===== config.mk =====
export PLATFORM = sky130hd
export DESIGN_NAME = microsequencer
export DESIGN_NICKNAME = d
export VERILOG_FILES = /design/src/rtl/microsequencer.sv
export SDC_FILE = /design/constraint.sdc
export NUM_CORES = 1
export LEC_CHECK = 0
export CAP_MARGIN = 20
export CORE_MARGIN = 2
export CORE_UTILIZATION = 24
export CTS_BUF_LIST = sky130_fd_sc_hd__clkbuf_8 sky130_fd_sc_hd__clkbuf_16
export CTS_CLUSTER_DIAMETER = 60
export CTS_CLUSTER_SIZE = 24
export DETAILED_ROUTE_END_ITERATION = 7
export GPL_ROUTABILITY_DRIVEN = 0
export SLEW_MARGIN = 30
export SYNTH_ARGS = -nofsm -noshare
export SYNTH_HDL_FRONTEND = slang
export SYNTH_SLANG_ARGS = --single-unit
export TNS_END_PERCENT = 20

===== constraint.sdc =====
create_clock -name clk -period 2.5 [get_ports clk]
set_input_delay 0.5 -clock clk [delete_from_list [all_inputs] [get_ports clk]]
set_output_delay 0.5 -clock clk [all_outputs]
set_load 0.005 [all_outputs]

===== src/rtl/microsequencer.sv =====
// microsequencer: next-microstate selection and one-entry return register for the control store
module microsequencer #(
  parameter logic [7:0] RESET_STATE   = 8'd0,
  parameter logic [7:0] ILLEGAL_STATE = 8'd63
) (
  input  logic       clk,
  input  logic       reset,
  input  logic [7:0] enc_state,
  input  logic [2:0] ns_sel,
  input  logic [1:0] cond_sel,
  input  logic [7:0] cr_addr,
  input  logic       moc,
  input  logic       cond_true,
  input  logic       irq,
  output logic [7:0] state,
  output logic [7:0] ret_state,
  output logic       illegal
);
  logic       c;
  logic       trap;
  logic [7:0] inc;
  logic [7:0] next;
  // condition mux, increment path and next-state selection
  always_comb begin
    c    = cond_sel == 2'd0 ? moc : cond_sel == 2'd1 ? cond_true : cond_sel == 2'd2 ? irq : 1'b1;
    inc  = state + 8'd1;
    trap = ns_sel == 3'd2 && enc_state == 8'd0;
    next = ns_sel == 3'd0 ? inc :
           ns_sel == 3'd1 ? cr_addr :
           ns_sel == 3'd2 ? (trap ? ILLEGAL_STATE : enc_state) :
           ns_sel == 3'd3 ? (c ? cr_addr : inc) :
           ns_sel == 3'd4 ? (c ? inc : cr_addr) :
           ns_sel == 3'd5 ? cr_addr :
           ns_sel == 3'd6 ? ret_state : state;
  end
  // microstate, return register and illegal-decode flag
  always_ff @(posedge clk) begin
    if (reset) begin
      state     <= RESET_STATE;
      ret_state <= 8'd0;
      illegal   <= 1'b0;
    end else begin
      state   <= next;
      illegal <= trap;
      if (ns_sel == 3'd5) ret_state <= inc;
    end
  end
endmodule


==> out/results.ini <==
[setup_path]
cp.required_ns = 2.68
endpoint_kind = register
path_class = in2reg
path_max_fanout = 6
worst_path_max_delay_cell = or4_4
startpoint_type = input pin
path_cells = clkdlybuf4s50_1, or4_4, buf_12, nor2_8, o31ai_2, a2111oi_4, a2111oi_2, a211oi_2
slowest_delay_ns = 0.57
critPathTopFamily = compound AO/OA/AOI/OAI gates
cp.arrival_ns = 2.49
worst-path-buf-inv = 2

[sta]
setup_slack_ns = 0.192
final_hold_viol_count = 0
slew_viol_final = 0
finalSetupViolCount = 0
skew_ns = 0.00486
hold-worst-slack_ns = 0.521
worstMarginPinSlew_ns = 0.562
fmax_mhz = 433
min_period_ns = 2.31
fin_crit_sh_pct = 92.3
slew_headroom_pct = 62.4
rsz0062_at_grt = false

[global_route]
met3_usage_pct = 2.36
grt_max_degree = 16
met1_usage_pct = 19.9
grt_pass1_wl_mm = 8.53
top_usage_layer = met2
antenna_found_initial = 0
grt.total_usage_pct = 14.8
overflow = 0
grt_pass1_vias = 1757
met2_usage_pct = 24.4

[drt]
drt-vias-per-instance = 5.33
drt-initial-drc-count = 116
detail_route.wirelength_mm = 5.12
drt_pass1_iterations = 4
antenna_left = 0
drc = 0
wire_per_inst_um = 15.2
vias = 1803

[final_layout]
syn_to_final_growth_pct = 43.9
n_fill_cell = 664
seq_area_um2 = 340
multi_input_area_um2 = 1090
final_area_um2 = 2240
drive_gt1_share_pct = 16.9
antenna_cells = 0
layout_common_cells = clkdlybuf4s50_1, buf_4, nor2_1
fin_nets = 289
final_common_cell = clkdlybuf4s50_1

[job]
cap_violations = 0

[cts]
clock_path_buffers = 2
cts_setup_buffers = 0
path_clk_slew_ns = 0.07
htree_levels = 1
cts_buffers = 3
cts_num_sinks = 17
cts-root-buf = clkbuf_8
cts_tree = yes
insertion_delay_ns = 0.26

[synthesis]
synth-seq-cells = 17
syn_area_um2 = 1560
synth_edf_count = 0
ys.flop_type = dfxtp_1
syn_nets = 232
synthCells = 205
synthArstFlopShare_pct = 0
synth_area_per_cell_um2 = 7.60
ys_types = 56
yosysSeqAreaShare_pct = 21.8
yosysWarnings = 0

[die]
initial_core_util_pct = 24.7
die_w_um = 84.6
ios = 43
die_y_um = 84.6
num_rows = 29
dieArea_um2 = 7150
core_area_um2 = 6310

[pwr]
p_leak_nw = 0.816
max-vdd-ir-drop_mv = 0.157
power_density_nw_per_um2 = 381

[place]
placed_cell_area_um2 = 2190
pre_cts_slack_ns = -0.0669
io_buffer_count = 42
hpwl_mm = 4.12

[worst_hold_path]
hp-class = reg2reg

[run_status]
status = completed

## repair_timing
action,in CTS,in global routing
endpoints found under the setup margin,0,1
resized for setup,0,1
hold buffers,0,0
## cell families after synthesis
logic type	count (synthesis)	share of synthesized area, %
buf+inv	21	8.27
compound gates	83	38.2
flops	17	21.8
mux	6	3.86
xor+xnor	6	3.37
simple gates	71	23.7
fa+ha+maj	1	0.803
## layout make-up
class	instances	share of cell area, %
Clock inverter	1	0.167
Tap cell	77	4.30
Multi-Input combinational cell	167	48.8
Sequential cell	17	15.2
Inverter	3	0.502
Timing Repair Buffer	70	29.2
Clock buffer	3	1.84
## flip-flops by register name, summed over array words and instances (netlist names)
register / flops
state: 8
ret_state: 8
illegal: 1
## cells in the mapped netlist (2+ instances only)
library cell	count	area, um2
a2111oi_2	2	30.0
a211oi_1	14	105
a21oi_1	17	85.1
a221o_1	3	30.0
a221oi_1	2	17.5
a22oi_1	2	15.0
a31oi_1	2	12.5
and3_1	2	12.5
buf_2	3	15.0
buf_4	2	15.0
buf_6	4	45.0
clkbuf_1	6	22.5
dfxtp_1	17	340
inv_1	3	11.3
mux2i_1	6	60.1
nand2_1	16	60.1
nand2b_1	5	31.3
nand3_1	5	25.0
nor2_1	25	93.8
nor3_1	2	10.0
o21ai_0	13	65.1
o21ai_1	6	30.0
o21bai_1	2	15.0
o22ai_1	4	25.0
o41ai_1	4	35.0
or2_1	2	12.5
or3_1	2	12.5
or4_4	2	22.5
xnor2_1	4	35.0
xor2_1	2	17.5
## metal layers
metal	wire, um	share of wire (%)
met3	266	5.2
met5	0	0
met1	2380	47
met2	2340	46
met4	129	2.5
## metrics by stage
step	instances	util [%]	total power, mW	setup TNS (ns)
floorplan	205	-	0.491	0
global placement	334	34.7	0.644	-0.0347
detailed placement	334	34.7	0.645	-0.0917
CTS	338	35.4	0.855	0
global route	338	35.5	0.904	0
finish	338	35.5	0.853	0
## worst reg2reg max path: cells and delay by family, from the launching register on
kind            cells  cell delay (ns)
fa+ha+maj           1             0.30
simple gates        2             0.25
flops               1             0.44
compound gates      3             0.62
xor+xnor            1             0.21
## where the power goes
part | switching (mW) | internal, mW | leakage [nW]
clock network | 0.101 | 0.109 | 0.0269
logic | 0.152 | 0.173 | 0.650
registers | 0.0278 | 0.291 | 0.140
## worst paths after layout
| check | from | endpoint | slack [ns] | cells past startpoint |
|---|---|---|---|---|
| hold / removal | ret_state[5] | ret_state[5] | 0.52 | 2 |
| setup reg to reg | state[0] | state[6] | 0.56 | 7 |
| hold reg to reg | ret_state[5] | ret_state[5] | 0.52 | 2 |
| setup / recovery | enc_state[4] | state[0] | 0.19 | 8 |
(Power assumes the default switching activity.)
